[config.mk]
export PLATFORM = sky130hd
export DESIGN_NAME = wb
export DESIGN_NICKNAME = d
export VERILOG_FILES = /design/src/rtl/wb.sv
export SDC_FILE = /design/constraint.sdc
export NUM_CORES = 1
export LEC_CHECK = 0
export CORE_MARGIN = 5
export CORE_UTILIZATION = 29
export DETAILED_ROUTE_END_ITERATION = 16
export HOLD_SLACK_MARGIN = 0.1
export PLACE_DENSITY = 0.6
export SYNTH_ARGS = -nofsm -noshare
export SYNTH_HDL_FRONTEND = slang
export SYNTH_SLANG_ARGS = --single-unit
[constraint.sdc]
create_clock -name clk -period 3.5 [get_ports clk]
set_input_delay 0.7 -clock clk [delete_from_list [all_inputs] [get_ports clk]]
set_output_delay 0.7 -clock clk [all_outputs]
set_load 0.02 [all_outputs]
[src/rtl/wb.sv]
// -----------------------------------------------------------------------------
// wb -- write-back stage buffer.
//
// Holds up to two retiring instructions from the MEM stage as {we3, wa3, wd3}
// and commits the oldest one per cycle to the register-file write port in the
// decode stage. Load data is width/sign formatted at push time, so the buffer
// only stores final write data.
//
// Ports:
//   clk           in   sole clock, rising edge
//   reset         in   asynchronous, active-low reset
//   in_valid      in   upstream presents a retiring instruction
//   in_ready      out  buffer can accept an entry this cycle
//   wd3_selector  in   0 = ALU result, 1 = formatted load data
//   we3, wa3      in   write enable, destination register
//   funct3        in   load width/sign code
//   alu_result    in   ALU result / load address
//   mem_rdata     in   raw aligned memory word
//   freeze        in   debug halt, blocks commits while high
//   we3_out       out  register-file write enable
//   wa3_out       out  register-file write address (head entry, else 0)
//   wd3_out       out  register-file write data (head entry, else 0)
//   instret       out  retired-instruction count
//
// Configuration:
//   WB_INSTRET_EN  when defined, builds the 64-bit retired-instruction counter;
//                  otherwise instret is tied to 0.
// -----------------------------------------------------------------------------
module wb (
    input  logic        clk,
    input  logic        reset,
    input  logic        in_valid,
    output logic        in_ready,
    input  logic        wd3_selector,
    input  logic        we3,
    input  logic [4:0]  wa3,
    input  logic [2:0]  funct3,
    input  logic [31:0] alu_result,
    input  logic [31:0] mem_rdata,
    input  logic        freeze,
    output logic        we3_out,
    output logic [4:0]  wa3_out,
    output logic [31:0] wd3_out,
    output logic [63:0] instret
);

    typedef struct packed {
        logic        we;
        logic [4:0]  wa;
        logic [31:0] wd;
    } entry_t;

    // Byte/half select and sign/zero extension of a load word.
    function automatic logic [31:0] load_fmt(input logic [2:0]  f3,
                                             input logic [1:0]  off,
                                             input logic [31:0] word);
        logic signed [7:0]  b;
        logic signed [15:0] h;
        logic [31:0]        res;
        b = $signed(word[8*off +: 8]);
        h = off[1] ? $signed(word[31:16]) : $signed(word[15:0]);
        case (f3)
            3'b000:  res = 32'(b);
            3'b100:  res = {24'd0, b};
            3'b001:  res = 32'(h);
            3'b101:  res = {16'd0, h};
            default: res = word;
        endcase
        return res;
    endfunction

    entry_t     mem_q [2];
    logic       rd_ptr_q, rd_ptr_d;
    logic       wr_ptr_q, wr_ptr_d;
    logic [1:0] count_q, count_d;
    logic       push, pop, has_head;
    entry_t     head, new_entry;

    assign in_ready = (count_q != 2'd2);
    assign push     = in_valid && in_ready;
    assign has_head = (count_q != 2'd0);
    assign pop      = has_head && !freeze;

    always_comb begin
        new_entry.we = we3;
        new_entry.wa = wa3;
        new_entry.wd = wd3_selector ? load_fmt(funct3, alu_result[1:0], mem_rdata)
                                    : alu_result;
    end

    always_comb begin
        rd_ptr_d = rd_ptr_q;
        wr_ptr_d = wr_ptr_q;
        count_d  = count_q;
        if (push) wr_ptr_d = ~wr_ptr_q;
        if (pop)  rd_ptr_d = ~rd_ptr_q;
        case ({push, pop})
            2'b10:   count_d = count_q + 2'd1;
            2'b01:   count_d = count_q - 2'd1;
            default: count_d = count_q;
        endcase
    end

    always_ff @(posedge clk or negedge reset) begin
        if (!reset) begin
            rd_ptr_q <= 1'b0;
            wr_ptr_q <= 1'b0;
            count_q  <= 2'd0;
        end else begin
            rd_ptr_q <= rd_ptr_d;
            wr_ptr_q <= wr_ptr_d;
            count_q  <= count_d;
        end
    end

    // Entry storage carries no reset: it is only observed when count_q says so.
    always_ff @(posedge clk) begin
        if (push) mem_q[wr_ptr_q] <= new_entry;
    end

    // Outputs come straight from the head so a pushed entry commits the next cycle.
    assign head     = mem_q[rd_ptr_q];
    assign we3_out  = pop && head.we && (head.wa != 5'd0);
    assign wa3_out  = has_head ? head.wa : 5'd0;
    assign wd3_out  = has_head ? head.wd : 32'd0;

`ifdef WB_INSTRET_EN
    logic [63:0] instret_q;

    always_ff @(posedge clk or negedge reset) begin
        if (!reset)   instret_q <= 64'd0;
        else if (pop) instret_q <= instret_q + 64'd1;
    end

    assign instret = instret_q;
`else
    assign instret = 64'd0;
`endif

endmodule
==> flow_summary_export.csv <==
group,metric,value,unit
run_status,status,"finished clean",
finish,layout-drive-gt1-share,0.0844,
place,gp_congestion,0.806,
cts,cts_setup_buffers,0,
floorplanning,fp.dieArea,18800,um2
synth,ys_warn_count,0,
grt,grt_max_degree,39,
synth,synth_largest_area_cell,"edfxtp_1",
grt,grt_pass1_wl,19.7,mm
setup_path,slowest_delay,0.86,ns
setup_path,reg2reg_slack,1.65,ns
power_and_ir_drop,intPower,2740,uW
route,drc,0,
route,viasPerCell,4.48,
finish,area_growth,30.1,%
cts,cts.repair.resized,0,
min_path,whs_endpoint,"count_q[1]",
synth,yosys.area.top_type_share,0.487,
synth,synth.distinct_cells,45,
run,max_cap_viol_count,0,
synth,synthCells,420,
min_path,hp-start,"count_q[1]",
floorplanning,die_w,137,um
sta,fin_ws,0.414,ns
power_and_ir_drop,vdd_drop_max,532,uV
sta,fin_setup_tns,0,ns
setup_path,cp.arrival,2.39,ns
cts,cts_tree,"built",
floorplanning,core_area,15900,um2
floorplanning,rows,46,
synth,async_flop_share,0.0500,
setup_path,rr_worst_depth,3,
power_and_ir_drop,p_switching,1550,uW
sta,fmax,324,MHz
cts,htreeDepth,3,
place,dp_hpwl,9.88,mm
sta,tightest_slew,0.761,ns
route,vias,3358,
grt,grt_pass1_vias,3463,
finish,fin_nets,607,
finish,n_fill_cell,1612,
synth,synth_ff_type,"edfxtp_1",
setup_path,path_cells,"buf_12 > mux2i_1 > nor2_1 > clkdlybuf4s50_1",
synth,synth-edff-count,76,
finish,diodes,0,
power_and_ir_drop,pwr_density_cell,704,nW/um2
setup_path,cp_num_buf_inv,2,
min_path,min_path_cells,1,
route,drt_iter0_markers,220,
power_and_ir_drop,swShare,0.362,
cts,cts_made_buffers,9,
route,drtAntennaViolNets,0,
floorplanning,ios,181,
setup_path,regToRegEndpoint,"mem_q[1][19]",
setup_path,crit_family,"buffers and inverters",
cts,root_buffer,"clkbuf_16",
sta,slew_headroom,0.493,
setup_path,worstSetupPathType,"reg -> out",
cts,path_clk_slew,0.06,ns
sta,hold_violations,0,
cts,cts_hold_buf,0,
finish,final_util,0.384,
cts,clk_latency,0.32,ns
place,place_area,5820,um2
sta,maxSlewViolCount,0,
setup_path,cp.required,2.80,ns
sta,period_share,0.882,
synth,synth-seq-cells,80,
route,routed_wl,13.0,mm
power_and_ir_drop,clkPwrFrac,0.206,
place,port_buffers,116,
route,routedWlPerCell,17.3,um
grt,antenna_found_initial,1,
sta,skew,0.00366,ns
finish,multiInputGateArea,1910,um2
cts,clockBufferDepth,2,
min_path,hold_class,"reg -> reg",
power_and_ir_drop,p_seq_frac,0.346,
place,dp_slack,0.601,ns
floorplanning,die_y,137,um
grt,overflow,0,
grt,grt_use_total,0.139,
setup_path,cp-end-kind,"output pin",
setup_path,critPathLaunchType,"flop",
synth,syn-cell-area,4690,um2
sta,finalSetupViolations,0,
sta,rsz0062_at_grt,"no",
setup_path,worstPathMaxFanout,25,
sta,holdWs,0.540,ns
power_and_ir_drop,power_leakage,0.00238,uW
floorplanning,initial_core_util,0.295,
synth,avgSynthCellArea,11.2,um2
sta,fin_crit,3.09,ns
cts,cts_num_sinks,80,
synth,yosys-top-cells-area,"edfxtp_1 49%, buf_4 11%, mux2i_1 10%, nor2_1 4.8%, a211oi_2 2.7%",
synth,ys_seq_area_frac,0.508,
route,dr.pass1.iters,4,
finish,seq_area,2380,um2
finish,fin_area,6100,um2
power_and_ir_drop,pwr-share-comb,0.449,
setup_path,critPathSlowestCell,"dfrtp_2",
setup_path,r2r_start,"count_q[0]",
[cell usage in the layout, fill, tap and decap left out, types with 4 or more instances in the layout]
master           count
a21oi_1             18
mux2i_1             48
clkbuf_16            9
conb_1              64
o21ai_0              5
and3_1               4
edfxtp_1            76
a221o_1              5
mux2_2               5
o22ai_1              7
inv_1                7
nand2b_1             5
a211oi_1             6
buf_4                8
clkinv_1             4
a22o_1               4
nor2_1              58
a222oi_1             4
nand2_1             28
a211oi_2            10
clkdlybuf4s50_1    115
[synth_stat cells, drive strengths merged, types with 6 or more instances]
master  count
mux2i      48
a21oi      18
a211oi     16
edfxtp     76
nand2      28
clkbuf     11
o22ai       7
inv         7
buf        80
nor2       61
o21ai       6
[worst max path at each step]
stage | slack (ns) | endpoint | start | cells past startpoint
global placement | 0.67 | mem_q[0][16] | alu_result[1] | 5
detailed placement | 0.60 | mem_q[0][16] | alu_result[1] | 5
finish | 0.41 | wd3_out[31] | rd_ptr_q | 4
CTS | 0.40 | wd3_out[31] | rd_ptr_q | 4
floorplan | 0.65 | mem_q[0][0] | count_q[0] | 3
global route | 0.30 | wd3_out[31] | rd_ptr_q | 4
[flip-flops by register name, indices dropped and copies added, names as in the netlist]
name      flops
mem_q        76
count_q       2
rd_ptr_q      1
wr_ptr_q      1
[cell type report]
| cell class | instances | share of cell area |
|---|---|---|
| Sequential cell | 80 | 0.391 |
| Multi-Input combinational cell | 305 | 0.312 |
| Timing Repair Buffer | 125 | 0.203 |
| Tap cell | 216 | 0.0443 |
| Clock buffer | 10 | 0.0375 |
| Clock inverter | 6 | 0.00820 |
| Inverter | 7 | 0.00431 |
[through the flow]
step / instances / total power (uW)
3_3_place_gp: 733 / 3430
5_1_grt: 749 / 4540
3_5_place_dp: 733 / 3460
2_1_floorplan: 483 / 2620
6_report: 749 / 4290
4_1_cts: 749 / 4350
[power by group through the flow]
stage                     logic, uW  registers (uW)  clock network [uW]
after floorplan                1200            1410                   0
after global placement         1940            1490                   0
after detailed placement       1960            1500                   0
after CTS                      1960            1490                 902
after global routing           2080            1510                 952
final                          1930            1480                 882
[kinds of logic (layout without fill, tap and decap cells)]
kind of cell	after synthesis	count (layout)	synth area share
adder cells (fa/ha/maj)	1	1	0.00267
buffers and inverters	98	148	0.138
other	1	64	0.000800
AND/OR/NAND/NOR	113	113	0.110
AO/OA/AOI/OAI	68	68	0.112
flip-flops	80	80	0.508
XOR/XNOR	5	5	0.00934
multiplexers	54	54	0.119
[metal layers]
layer / global-route usage / up-vias / part of all wire / routed length, um
li1: - / 1604 / - / -
met1: 0.177 / 1585 / 0.42 / 5420
met2: 0.229 / 154 / 0.48 / 6190
met3: 0.0390 / 13 / 0.089 / 1160
met4: 0.0438 / 2 / 0.016 / 208
met5: 0 / - / 0.0010 / 13
(Power assumes the default switching activity.)
==> edit: new RTL, same settings <==
The option `WB_INSTRET_EN` is turned on by a define.
--- a/src/rtl/wb.sv
+++ b/src/rtl/wb.sv
@@ -26,6 +26,8 @@
 //   WB_INSTRET_EN  when defined, builds the 64-bit retired-instruction counter;
 //                  otherwise instret is tied to 0.
 // -----------------------------------------------------------------------------
+`define WB_INSTRET_EN
+
 module wb (
     input  logic        clk,
     input  logic        reset,
Behaviour: not the same (Yosys sat finds a counterexample within 4 cycles, from zero or initial values and one cycle with reset low).
==> edit against the unedited design <==
Sequential power rose by 55%; total power rose by 43%; count of clock-buffer cells in the layout rose by 8; synthesized area rose by 51%; worst setup slack got worse by 0.13 ns; wire length rose by 47%; sequential cell count rose by 64; cell area rose by 61%; largest power group is now sequential cells; highest routed layer is now met4.
==> edit: results (changes against the unedited design) <==
r2r_cells: 5  # +2
p_per_area_nw_per_um2: 626  # -11%
use_met2_pct: 21.9  # -1.0 points
use_met1_pct: 17.2  # -0.56 points
r2r_setup_slack_ns: 1.28  # -0.37 ns
clk-power_mw: 1.72  # +95%
grt_usage_pct: 13.7  # -0.18 points
outcome: "finished, final reports clean"
dpl_cell_area_sq_um: 9250  # +59%
post-place-ws_ns: 0.384  # -0.217 ns
ir_drop_v: 0.000334  # -37%
dp_hpwl_microns: 14300  # +45%
final-clk-cell-share_pct: 5.66  # +1.1 points
min_path_type: "in2async"
yosysSeqAreaShare_pct: 56.4  # +5.6 points
antenna_found_initial: 0  # -1
hold_ws_ns: 0.478  # -0.0628 ns
r2r-end: "instret[58]$_DFFE_PN0P_"
buffers: 193  # +54%
finalWirelength_microns: 19100  # +47%
grt_pass1_wl_microns: 30300  # +54%
htreeDepth: 4  # +1
clkLatencyLatePin_ns: 0.42  # +0.10 ns
critical_path.top_delay_family: "buffers and inverters"
multi_input_area_share_pct: 29.7  # -1.5 points
seq_power_share_pct: 37.4  # +2.8 points
grt_max_degree: 69  # +77%
drt_iter0_drc: 287  # +30%
fin_skew_ns: 0.00975  # +0.00609 ns
dp.cells: 1090  # +49%
cp_data_arrival_time_ns: 2.51  # +0.12 ns
via_per_inst: 4.77  # +6.3%
grt_use_met3_pct: 5.02  # +1.1 points
grt_pass1_vias: 5510  # +59%
clock.fmax_mhz: 311  # -4.0%
synthCells: 598  # +42%
synth_top_area_share_pct: 32.3  # -16 points
cts_buffers: 17  # +8
worst_pin_slew_ns: 0.905  # +0.144 ns
synth_cell_types: 50  # +11%
nMultiInputCombCells: 416  # +36%
cts_root_buffer: "clkbuf_16"
gp_congestion: 0.889  # +10%
clkbuf_count: 18  # +8
final_nets: 865  # +43%
netlist_top_cells_count: "edfxtp_1 (76), nor2_1 (73), dfrtp_1 (68)"
drive_gt1_share_pct: 9.90  # +1.5 points
buf_share_pct: 19.3  # -0.93 points
num_vias: 5347  # +59%
sh_seq_area_pct: 40.7  # +1.6 points
crit_end: "wd3_out[9]"
internal-power_mw: 3.99  # +46%
p_leak_nw: 3.84  # +62%
io_buffers: 180  # +55%
n_all_inverters: 13  # +6
utilization_pct: 40.5  # +2.1 points
synthTopCellsByArea: "edfxtp_1 (32%), dfrtp_1 (24%), xnor2_1 (7.2%)"
n_fill_cell: 2275  # +41%
reg2reg_from: "instret[27]$_DFFE_PN0P_"
==> edit: cell types whose count changed in the layout (fill, tap and decap cells not counted), moves of 15 or more <==
| cell | delta |
|---|---|
| conb_1 | -64 |
| xnor2_1 | +55 |
| and3_1 | +15 |
| nand3_1 | +17 |
| clkdlybuf4s50_1 | +64 |
| nand2_1 | +19 |
| dfrtp_1 | +64 |
| nand4_1 | +28 |
==> edit: routing by layer <==
metal	up-vias	routed length, microns	part of all wire [%]
li1	2536	-	-
met1	2572	8220	43
met2	213	8750	46
met3	26	1670	8.7
met4	0	473	2.5
met5	-	0	0
==> edit: logic make-up after synthesis <==
logic type      after synthesis  synth area share, %
simple gates                234                 18.0
flops                       144                 56.4
xor+xnor                     68                 8.43
compound gates               64                 7.28
mux                          48                 7.05
buf+inv                      38                 2.57
fa+ha+maj                     2                0.354
